[src/rtl/cpu_pkg.sv]
// Shared types and constants for the 5-bit-PC pipelined CPU.
package cpu_pkg;

    localparam int REG_W = 5;
    localparam int PC_W  = 5;

    localparam logic [REG_W-1:0] ZERO_REG = 5'd0;
    localparam logic [15:0]      NOP      = 16'h0000;

    typedef enum logic [2:0] {
        RUN    = 3'd0,
        STALL  = 3'd1,
        DRAIN  = 3'd2,
        HALTED = 3'd3
    } state_e;

endpackage

[src/rtl/sat_counter.sv]
// Saturating up-counter with synchronous clear.
module sat_counter #(
    parameter int W = 16
) (
    input  logic         clk,
    input  logic         clear,
    input  logic         inc,
    output logic [W-1:0] q
);

    always_ff @(posedge clk) begin
        if (clear) begin
            q <= '0;
        end else if (inc && q != '1) begin
            q <= q + W'(1);
        end
    end

endmodule

[src/rtl/pipeline_hazard_ctrl.sv]
// Pipeline sequencer: load-use stalls, jump flushes, halt drain.
module pipeline_hazard_ctrl
    import cpu_pkg::*;
#(
    parameter int LOAD_STALL_CYCLES = 1,
    parameter int DRAIN_CYCLES      = 3,
    parameter int CNT_W             = 16
) (
    input  logic             clk,
    input  logic             rst_n,
    input  logic [REG_W-1:0] id_rr1,
    input  logic [REG_W-1:0] id_rr2,
    input  logic             id_uses_rr1,
    input  logic             id_uses_rr2,
    input  logic             id_halt,
    input  logic [REG_W-1:0] ex_write_reg,
    input  logic             ex_reg_wrenable,
    input  logic             ex_mem_to_reg,
    input  logic             ex_should_jump,
    output logic             pc_stall,
    output logic             ifid_hold,
    output logic             ifid_flush,
    output logic             idex_bubble,
    output logic             halted,
    output logic [2:0]       state,
    output logic [CNT_W-1:0] stall_cycles
);

    state_e     st;
    logic [2:0] cnt;
    logic       hit1;
    logic       hit2;
    logic       load_use;
    logic       inc;

    assign hit1 = id_uses_rr1 && id_rr1 == ex_write_reg;
    assign hit2 = id_uses_rr2 && id_rr2 == ex_write_reg;
    assign load_use = ex_reg_wrenable && ex_mem_to_reg &&
                      ex_write_reg != ZERO_REG && (hit1 || hit2);

    assign state = st;

    always_comb begin
        pc_stall    = 1'b0;
        ifid_hold   = 1'b0;
        ifid_flush  = 1'b0;
        idex_bubble = 1'b0;
        halted      = 1'b0;
        inc         = 1'b0;
        if (!rst_n) begin
            pc_stall = 1'b1;
        end else begin
            unique case (st)
                RUN: begin
                    if (ex_should_jump) begin
                        ifid_flush  = 1'b1;
                        idex_bubble = 1'b1;
                    end else if (load_use) begin
                        pc_stall    = 1'b1;
                        ifid_hold   = 1'b1;
                        idex_bubble = 1'b1;
                        inc         = 1'b1;
                    end else if (id_halt) begin
                        pc_stall    = 1'b1;
                        ifid_flush  = 1'b1;
                        idex_bubble = 1'b1;
                    end
                end
                STALL: begin
                    pc_stall    = 1'b1;
                    ifid_hold   = 1'b1;
                    idex_bubble = 1'b1;
                    inc         = 1'b1;
                end
                DRAIN: begin
                    pc_stall    = 1'b1;
                    ifid_flush  = 1'b1;
                    idex_bubble = 1'b1;
                end
                HALTED: begin
                    pc_stall    = 1'b1;
                    ifid_flush  = 1'b1;
                    idex_bubble = 1'b1;
                    halted      = 1'b1;
                end
                default: begin
                    pc_stall = 1'b1;
                end
            endcase
        end
    end

    always_ff @(posedge clk) begin
        if (!rst_n) begin
            st  <= RUN;
            cnt <= '0;
        end else begin
            unique case (st)
                RUN: begin
                    // Jump wins: anything else in ID is wrong-path.
                    if (ex_should_jump) begin
                        st <= RUN;
                    end else if (load_use) begin
                        if (LOAD_STALL_CYCLES > 1) begin
                            st  <= STALL;
                            cnt <= 3'(LOAD_STALL_CYCLES - 2);
                        end
                    end else if (id_halt) begin
                        st  <= DRAIN;
                        cnt <= 3'(DRAIN_CYCLES - 1);
                    end
                end
                STALL: begin
                    if (cnt == 3'd0) st <= RUN;
                    else cnt <= cnt - 3'd1;
                end
                DRAIN: begin
                    if (cnt == 3'd0) st <= HALTED;
                    else cnt <= cnt - 3'd1;
                end
                HALTED: st <= HALTED;
                default: st <= RUN;
            endcase
        end
    end

    sat_counter #(.W(CNT_W)) u_stall_cnt (
        .clk   (clk),
        .clear (!rst_n),
        .inc   (inc),
        .q     (stall_cycles)
    );

endmodule

[config.mk]
export PLATFORM = sky130hd
export DESIGN_NAME = pipeline_hazard_ctrl
export DESIGN_NICKNAME = d
export VERILOG_FILES = /design/src/rtl/cpu_pkg.sv /design/src/rtl/sat_counter.sv /design/src/rtl/pipeline_hazard_ctrl.sv
export SDC_FILE = /design/constraint.sdc
export NUM_CORES = 1
export LEC_CHECK = 0
export ABC_AREA = 0
export CAP_MARGIN = 5
export CELL_PAD_IN_SITES_DETAIL_PLACEMENT = 1
export CELL_PAD_IN_SITES_GLOBAL_PLACEMENT = 1
export CORE_MARGIN = 4
export CORE_UTILIZATION = 28
export CTS_BUF_LIST = sky130_fd_sc_hd__clkbuf_16
export CTS_CLUSTER_SIZE = 10
export DETAILED_ROUTE_END_ITERATION = 10
export PLACE_DENSITY = 0.72
export REMOVE_ABC_BUFFERS = 1
export SYNTH_ARGS = -nofsm -noshare
export SYNTH_HDL_FRONTEND = slang
export SYNTH_HIERARCHICAL = 1
export SYNTH_SLANG_ARGS = --single-unit
[constraint.sdc]
create_clock -name clk -period 8 [get_ports clk]
set_clock_uncertainty 0.05 [all_clocks]
set_input_delay 1.6 -clock clk [delete_from_list [all_inputs] [get_ports clk]]
set_output_delay 1.6 -clock clk [all_outputs]
set_load 0.005 [all_outputs]
## Word-level counts from Yosys, hierarchy flattened

Cells that the tools add are included.

- Eq/ne operators: 14
- Add/sub/neg operators: 2
- Reductions and logical operators: 16
- Muxes and demuxes: 27

Operators with widths:

| cell | number |
|---|---|
| 3-bit 2-to-1 mux | 7 |
| 16-bit by 1-bit adder with 16-bit output, second input constant | 1 |
| 16-bit != test, second input constant | 1 |
| 1-bit 2-to-1 mux | 15 |
| 2-bit != test, second input constant | 6 |
| 3-bit one-hot mux with 4 select lines | 1 |
| 5-bit == test | 2 |
| 3-bit by 2-bit == test with 1-bit output, second input constant | 2 |
| 1-bit logical AND | 6 |
| 3-bit zero test | 2 |
| 3-bit != test, second input constant | 2 |
| 1-bit one-hot mux with 2 select lines | 3 |
| 3-bit one-hot mux with 2 select lines | 1 |
| 5-bit AND reduction | 1 |
| 5-bit nonzero test | 1 |
| 4-bit AND reduction | 1 |
| 2-bit OR reduction | 2 |
| 3-bit by 1-bit == test with 1-bit output, second input constant | 1 |
| 3-bit OR reduction | 1 |
| 3-bit by 1-bit subtractor with 3-bit output, second input constant | 1 |
| 2-bit nonzero test | 1 |
| 1-bit logical OR | 1 |

- Output and inout bits: 24
- Word-level logic and storage cells: 62
- Register bits: 22

## Depth between registers and ports, before layout

Gate-level depths: netlist of run 1.

- Depth after elaboration: 9
- Depth in mapped cells: 10

## By module

The synthesis of run 1 kept the hierarchy.

Modules (own cells, without submodules):

| module | area each (um^2) | sequential area each (um^2) | cells each | times used |
|---|---|---|---|---|
| sat_counter | 848.3 | 320.3 | 99 | 1 |
| pipeline_hazard_ctrl | 619.3 | 100.1 | 81 | 1 |

## Least setup slack after synthesis of run 1

OpenSTA, ideal clock, no wires.

- Path type: input to output
- Start point: in ex_write_reg[1]
- End point: out ifid_hold
- Stages on the path: 6
- Setup slack: 3.632 ns
- Data arrival time: 2.718 ns
- Required time: 6.350 ns
- Cell sequence: xnor2_1 -> nand4_1 -> o22ai_1 -> nor2b_2 -> a31oi_1 -> nor2_1

- Longest elaborated chain between the ends: 8

Ends and longest elaborated chain:

| item | RTL line | text |
|---|---|---|
| start: declaration | pipeline_hazard_ctrl.sv:16 | `input logic [REG_W-1:0] ex_write_reg,` |
| 5-bit == test (on tied branches) | pipeline_hazard_ctrl.sv:36, pipeline_hazard_ctrl.sv:37 |  |
| 1-bit logical AND (on tied branches) | pipeline_hazard_ctrl.sv:36, pipeline_hazard_ctrl.sv:37 |  |
| 1-bit logical OR | pipeline_hazard_ctrl.sv:39 | `ex_write_reg != ZERO_REG && (hit1 \|\| hit2);` |
| 1-bit logical AND (*) | pipeline_hazard_ctrl.sv:39 |  |
| 1-bit 2-to-1 mux (*) | pipeline_hazard_ctrl.sv:58 | `end else if (load_use) begin` |
| 1-bit 2-to-1 mux (*) | pipeline_hazard_ctrl.sv:55 | `if (ex_should_jump) begin` |
| 1-bit one-hot mux with 2 select lines (*) | pipeline_hazard_ctrl.sv:53 | `unique case (st)` |
| 1-bit 2-to-1 mux (*) | pipeline_hazard_ctrl.sv:50 | `if (!rst_n) begin` |
| end: declaration | pipeline_hazard_ctrl.sv:21 | `output logic ifid_hold,` |

Every way passes the cells marked *; elsewhere a longest branch is shown, timed or not.

## Worst setup path in the final report of run 1

Same ends and word-level chain as after synthesis.

==> metrics list, run 1 <==
- Result of the run: complete, no violations
- Placed Cells incl. Taps: 288
* Count of port buffers added during placement: 45
- The floorplan step defined a die boundary enclosing 6460 µm².
- For this run, the top clock speed supported by timing is 174 MHz.
* Total congestion overflow after global routing: 0
- Clock-pin transition on the worst setup and hold timing paths: 60 ps
- Setup violations remaining at the end of the flow were counted as 0.
- Die X: 80.4 µm
- STA classifies the critical path startpoint as an input pin.
- Vias per cell: 5.18
- Yosys mapped a number of flops with a built-in enable equal to 0.
* Area taken by flip-flops and latches: 420 µm²
* Layout Cell Area excl Fill: 2050 µm²
- Most common cell after layout, fill and taps aside: clkdlybuf4s50_1
- Clock tree sinks: 21
* Highest fanout seen on the critical path: 8
* Leading area contributor after synthesis: dfxtp_1
* Max capacitance violation total: 0
* Data required time of the critical path: 6350 ps
- After routing, the total negative slack on setup checks comes to 0 ps.
* Via count: 1512
* Antenna violations before repair: 0
- Worst setup path class: in -> out
- Setup repair after global routing left no endpoint under its margin.
* DR DRC count: 0
* Sequential element share of the synthesized area: 0.286
- Number of antenna diodes: 0
- Most used cells in the layout excluding fill and tap cells: clkdlybuf4s50_1, dfxtp_1, a21oi_1
- The worst pin sits at a relative slew slack of 0.415.
- The finished layout holds 292 standard cells, fillers aside.
- Total of flip-flops plus latches after synthesis: 21
- Share of post-route cells with drive strength above 1: 0.0495
- The first TritonRoute pass finished after 4 iterations.
* Async S/R FF share, synth: 0
- TritonCTS built the clock tree.
* Number of global-route vias before repair: 1482
- Weighted congestion at the end of routability-driven global placement: 0.754
- Counting stages on the worst path, the most repeated cell is clkdlybuf4s50_1.
- Wire length of the first global-routing pass: 7220 µm
- The die is 80.4 µm tall.
- In the final design database the tool counted 254 nets.
* Yosys top cell area share: 0.286
* Maximum count of clock buffers along a single path: 2
* Area contributors post-synth: dfxtp_1, xnor2_1, ha_1
- Synthesis produced 180 cells.
- Number of routed nets with antenna violations: 0
* Endpoint type of the worst setup path: output port
- At the pin with the least slew margin, the transition time is 871 ps.
- The synthesized netlist contains 48 unique library cells.
- The final number of hold-violating endpoints is 0.
- In this run the standard cell core region covers 5110 µm².
* P per Cell Area: 157 nW/µm²
- Post-CTS Setup Bufs: 0
- Stage delay of the slowest cell on the critical path: 590 ps
- The floorplan has 26 rows.
* Number of fillers in the final layout: 624
- Drt wl/cell: 14.4 µm
- Relative to the synthesized area, the layout overhead comes to 39.8%.
- Broken down by cell family, the worst path's largest delay share belongs to buffers and inverters.
- The critical path contains buffers and inverters numbering 2 combined.
- Sum of net half-perimeters after detailed placement: 3280 µm
- The worst-case IR drop observed on VDD is 0.0583 mV.
- Synth Warn #: 6
- In this run, post-CTS repair resized a total of 0 instances.
* CTS Buf Count: 3
- Slew Viols, Final: 0
- In this run, post-CTS hold repair placed 0 buffers.
- Maximum level of the CTS H-tree: 1
* Summed instance area of the synthesized netlist: 1470 µm²
* Synth Flop Type: dfxtp_1
* Cells along the critical path: clkdlybuf4s50_1, xnor2_1, nand4_1, o22ai_1, nor2b_2, a31oi_1, nor2_1, clkdlybuf4s50_1
* Shortest period the worst path allows: 5730 ps
* Starting density of the core: 0.287
* Crit path DAT: 4080 ps
- Summed over all cells, the static leakage comes to 0.000685 µW.
- Of the available clock period, the critical path in the final layout requires 0.717.
- Kind of path behind the tightest hold check: reg -> reg
- Clock insertion delay at the later pin of the skew report: 250 ps
- Entering global routing, the biggest net connects 23 pins.
- After detailed placement, the total cell area comes to 1970 µm².
- 47 I/O pins were placed.
* Worst-path cell with the longest stage delay: clkdlybuf4s50_1
- After detailed routing, the total wire length is 4220 µm.
- In the global route stage, overall resource usage came out at 0.140.
- Clock root buffer master: clkbuf_16
* Average cell area after synthesis: 8.15 µm²
- Drt first-iter violations: 60
- Multi-input combinational cell area: 973 µm²
-- registers in the layout, summed over array words and instances (netlist names) --
signal,cells
cnt,3
u_stall_cnt/q,16
state,2
-- report_power, final --
group / switching, µW / total (µW) / internal, µW
sequential: 6.05 / 117 / 111
combinational: 50.7 / 99.8 / 49.1
clock: 38.4 / 105 / 66.6
-- synth_stat cells (2+ instances only) --
master and number:
nand3_1 9, or3_1 3, dfxtp_1 21, inv_1 10, nand4_1 6, o31ai_1 8, o211ai_1 3, ha_1 8
nand2_1 12, nor2_1 11, o21ai_0 6, clkbuf_1 3, nor2b_1 4, buf_2 2, or4_1 8, and4_1 3
nand3b_1 2, mux2i_1 2, xnor2_1 12, nor4_1 2, a21oi_1 14, nor3_1 5
-- layer usage --
layer  track usage  wire length [µm]  share of wire
met1         0.185              2000           0.47
met4        0.0405                57          0.014
met2         0.233              2050           0.49
met5             0                 0              0
met3        0.0224               104          0.025
-- worst paths after layout --
check / from / endpoint / slack [ps] / depth (start not counted)
min reg2reg: cnt[2] / cnt[2] / 450 / 2
min: cnt[2] / cnt[2] / 450 / 2
max: ex_write_reg[1] / ifid_hold / 2270 / 8
max reg2reg: state[1] / u_stall_cnt/q[11] / 5480 / 7
-- per-stage QoR --
stage	util	setup WS, ps	hold slack [ps]	power [µW]
6_report	0.402	2270	447	322
3_3_place_gp	0.386	2290	425	217
3_5_place_dp	0.386	2260	446	220
4_1_cts	0.402	2230	461	328
5_1_grt	0.402	1960	491	345
2_1_floorplan	-	3630	410	177
-- worst register-to-register path: stages (launching register included) --
cell and delay [ps]:
dfxtp_1 360, inv_1 120, ha_1 290, a31oi_1 130
nor2_1 360, nand2_1 340, nor4bb_1 400, mux2_2 370
-- cell type report --
class	instances	area share
clock buffers	3	0.0366
clock inverters	1	0.00183
inverters	11	0.0201
multi-input cells	141	0.474
flip-flops and latches	21	0.205
well taps	70	0.0427
repair buffers	45	0.220
-- cells by family after synthesis --
family | count (synthesis) | synth area share
adders and majority gates | 8 | 0.0682
muxes | 4 | 0.0290
DFF | 21 | 0.286
AOI/OAI and AO/OA | 43 | 0.194
xor gates and xnor gates | 12 | 0.0716
other | 1 | 0.00256
buffers and inverters | 18 | 0.0503
and+or+nand+nor | 73 | 0.298
No activity file was read; power rests on OpenSTA's default activity.
==> run 2: changes to the inputs <==
--- a/config.mk
+++ b/config.mk
@@ -14,7 +14,7 @@
 export CTS_BUF_LIST = sky130_fd_sc_hd__clkbuf_16
 export CTS_CLUSTER_SIZE = 10
 export DETAILED_ROUTE_END_ITERATION = 10
-export PLACE_DENSITY = 0.72
+export PLACE_DENSITY = 0.75
 export REMOVE_ABC_BUFFERS = 1
 export SYNTH_ARGS = -nofsm -noshare
 export SYNTH_HDL_FRONTEND = slang
==> constraint.sdc (replaced) <==
create_clock -name clk -period 4.65 [get_ports clk]
set_clock_uncertainty 0.05 [all_clocks]
set_input_delay 0.93 -clock clk [delete_from_list [all_inputs] [get_ports clk]]
set_output_delay 0.93 -clock clk [all_outputs]
set_load 0.005 [all_outputs]
==> run 2 against run 1 <==
Effect of this change:
- combinational power up 70%
- flip-flop and latch count is the same
- final cell count rose by 0.68%
- register-to-register slack worse by 3200 ps
- sequential power increased by 72%
- routed wire length decreased by 0.38%
- via count decreased by 0.73%
- first-iteration DRC count is 48% higher
- global-route usage is 0.066 points higher
- power up 72%
- clock power increased by 73%
- die area stayed put
- critical endpoint unchanged
==> metrics list, run 2 (synthesis results as in run 1) <==
- Transition time at the pin with the least slew margin: 809 ps (-62.4 ps)
- Die X: 80.4 µm (unchanged)
* Maximum vdd drop: 0.113 mV (+94%)
* Crit path DAT: 3180 ps (-900 ps)
- Clock insertion delay at the later pin of the skew report: 250 ps (about the same)
* Setup repair after global routing missed its margin: no
* Floorplan Core Area: 5110 µm² (unchanged)
- Area of the die: 6460 µm² (unchanged)
- The worst setup path is captured at an output port.
- Worst setup path class: in -> out
* Data required time of the critical path: 3670 ps (-2680 ps)
- CP Buf/Inv Count: 2 (unchanged)
* Maximum level of the CTS H-tree: 1 (unchanged)
* Sum of net half-perimeters after detailed placement: 3270 µm (-0.35%)
- The number of nets in the layout was 256 (+0.79%).
* Number of cell rows: 26 (unchanged)
- Worst-path cell with the longest stage delay: clkdlybuf4s50_1
* Cells along the critical path: clkdlybuf4s50_1, xnor2_1, nand4_1, o22ai_1, nor2b_2, a31oi_1, nor2_1, clkdlybuf4s50_1
* P per Cell Area: 268 nW/µm² (+70%)
* Clock-pin transition on the worst setup and hold timing paths: 60 ps (about the same)
* Largest register by flop count: u_stall_cnt/q
- Wire length reported by the detailed router: 4200 µm (-0.38%)
- The last weighted congestion value of the routability-driven placer is 0.729 (-3.3%).
* Via count: 1501 (-0.73%)
- In this run the worst hold path is classified as reg -> reg.
- Maximum achievable frequency: 240 MHz
- IO Pins: 47 (unchanged)
- The minimum hold slack is 449 ps (+2.28 ps).
- Count of port buffers added during placement: 45 (unchanged)
- Vias per cell: 5.11 (-1.4%)
- The number of gates given a new drive strength after cts came to 0 (unchanged).
- In this run the clock root is driven by a clkbuf_16.
- Max capacitance violation total: 0 (unchanged)
- The detailed-router iteration count before antenna repair is 4 (unchanged).
- The remaining antenna violation count came to 0 (unchanged).
- Clock tree from TritonCTS: done
* Drt wl/cell: 14.3 µm (-1.1%)
* Most used cells in the layout excluding fill and tap cells: clkdlybuf4s50_1, dfxtp_1, a21oi_1
- The deepest clock path buffer count was 2 (unchanged).
- Largest net degree at the start of global routing: 23 (unchanged)
- The maximum cell stage delay along the critical path is 540 ps (-50 ps).
- The number of max-slew violations in the final report was 0 (unchanged).
- Leaving out fill and tap cells, the most frequent cell in the layout is clkdlybuf4s50_1.
* Antenna violations before repair: 0 (unchanged)
- The non-filler instance count after layout is 294 (+0.68%).
- The leakage power came to 0.000695 µW (+1.5%).
- Relative slew margins: 0.457 (+0.0419)
- The placement-stage worst setup slack is 497 ps (-1760 ps).
* Number of flip-flops under the largest register name: 16 (unchanged)
- Startpoint Class: input pin
- Post-CTS Setup Bufs: 0 (unchanged)
- Clock tree sinks: 21 (unchanged)
- The number of buffers inserted by hold repair at cts is 0 (unchanged).
- Wire length of the first global-routing pass: 7290 µm (+0.96%)
- The number of cells after detailed placement is 290 (+0.69%).
* Setup-violating endpoint count in the final report: 0 (unchanged)
* Startpoint of the worst setup timing path: ex_write_reg[1]
- The number of antenna repair diodes is 0 (unchanged).
- Height of the chip: 80.4 µm (unchanged)
- DR DRC count: 0 (unchanged)
- The number of buffers created by CTS is 3 (unchanged).
- Shortest period the worst path allows: 4160 ps
- By instance count, the cell type seen most on the critical path is clkdlybuf4s50_1.
- Final Cycle Share: 0.895
* Startpoint of the worst register-to-register path: state[1]
* Number of global-route vias before repair: 1575 (+6.3%)
* Drt first-iter violations: 89 (+48%)
- The worst-path maximum fanout was 7 (-1).
- Overall fraction of global-route tracks in use: 0.141 (+0.000664)
- The run finished with clean final reports.
- Compared with the post-synthesis result, the final layout area differs by 40.8%.
- Count of endpoints failing hold in the final timing report: 0 (unchanged)
- Total congestion overflow after global routing: 0 (unchanged)
- Family with the most delay on the worst path: buffers and inverters
- The fraction of final layout cells with drive strength greater than 1 came to 0.0580 (+0.00849).
- The number of filler instances in the final layout came to 624 (unchanged).
* Starting density of the core: 0.287 (unchanged)
- Origin of the worst min-delay path: cnt[2]
* Setup WS post-layout: 491 ps (-1770 ps)
- The setup TNS after final layout is 0 ps (unchanged).
-- run 2: changes by cell type in the layout (fill, tap and decap cells not counted) --
| cell | delta |
|---|---|
| buf_4 | +2 |
-- run 2: where the power goes --
group | total, µW | switching (µW) | internal (µW)
Sequential | 201 | 10.1 | 191
Combinational | 170 | 84.6 | 85.6
Clock | 182 | 66.9 | 115
Total | 553 | 162 | 391
-- run 2: worst paths after layout --
kind                                          end  depth (start not counted)  slack (ps)
worst max-delay path                    ifid_hold                          8         490
worst min-delay path                       cnt[2]                          2         450
worst max register to register  u_stall_cnt/q[11]                          8        2310
worst min register to register             cnt[2]                          2         450
-- run 2: worst reg2reg max path: cells and delay by family, from the launching register on --
family / cells / cell delay, ps
adders and majority gates: 1 / 250
buffers and inverters: 2 / 300
DFF: 1 / 370
and+or+nand+nor: 3 / 760
AOI/OAI and AO/OA: 1 / 130
muxes: 1 / 370
-- run 2: per-layer routing --
metal / vias up / part of all wire / global-route usage
met3: 4 / 0.015 / 0.0202
li1: 757 / - / -
met5: - / 0 / 0
met1: 723 / 0.45 / 0.171
met2: 17 / 0.52 / 0.255
met4: 0 / 0.013 / 0.0405
-- run 2: through the flow --
stage          utilization  cell area (µm²)  power [µW]
2_1_floorplan            -             1440         305
3_3_place_gp         0.389             1990         373
3_5_place_dp         0.389             1990         377
4_1_cts              0.405             2070         561
5_1_grt              0.405             2070         597
6_report             0.405             2070         553
-- run 2: layout make-up --
type | count | area, µm² | area share
clock inverters | 1 | 3.75 | 0.00182
repair buffers | 47 | 465 | 0.225
flip-flops and latches | 21 | 420 | 0.203
clock buffers | 3 | 75.1 | 0.0363
well taps | 70 | 87.6 | 0.0424
multi-input cells | 141 | 973 | 0.471
inverters | 11 | 41.3 | 0.0200
==> run 3: changes to the inputs <==
--- a/config.mk
+++ b/config.mk
@@ -6,7 +6,7 @@
 export NUM_CORES = 1
 export LEC_CHECK = 0
 export ABC_AREA = 0
-export CAP_MARGIN = 5
+export CAP_MARGIN = 20
 export CELL_PAD_IN_SITES_DETAIL_PLACEMENT = 1
 export CELL_PAD_IN_SITES_GLOBAL_PLACEMENT = 1
 export CORE_MARGIN = 4
@@ -14,8 +14,10 @@
 export CTS_BUF_LIST = sky130_fd_sc_hd__clkbuf_16
 export CTS_CLUSTER_SIZE = 10
 export DETAILED_ROUTE_END_ITERATION = 10
+export GPL_TIMING_DRIVEN = 1
 export PLACE_DENSITY = 0.75
 export REMOVE_ABC_BUFFERS = 1
+export SKIP_LAST_GASP = 1
 export SYNTH_ARGS = -nofsm -noshare
 export SYNTH_HDL_FRONTEND = slang
 export SYNTH_HIERARCHICAL = 1
==> results of run 3 <==
The final DEF is identical to that of run 2; final timing and power are the same.
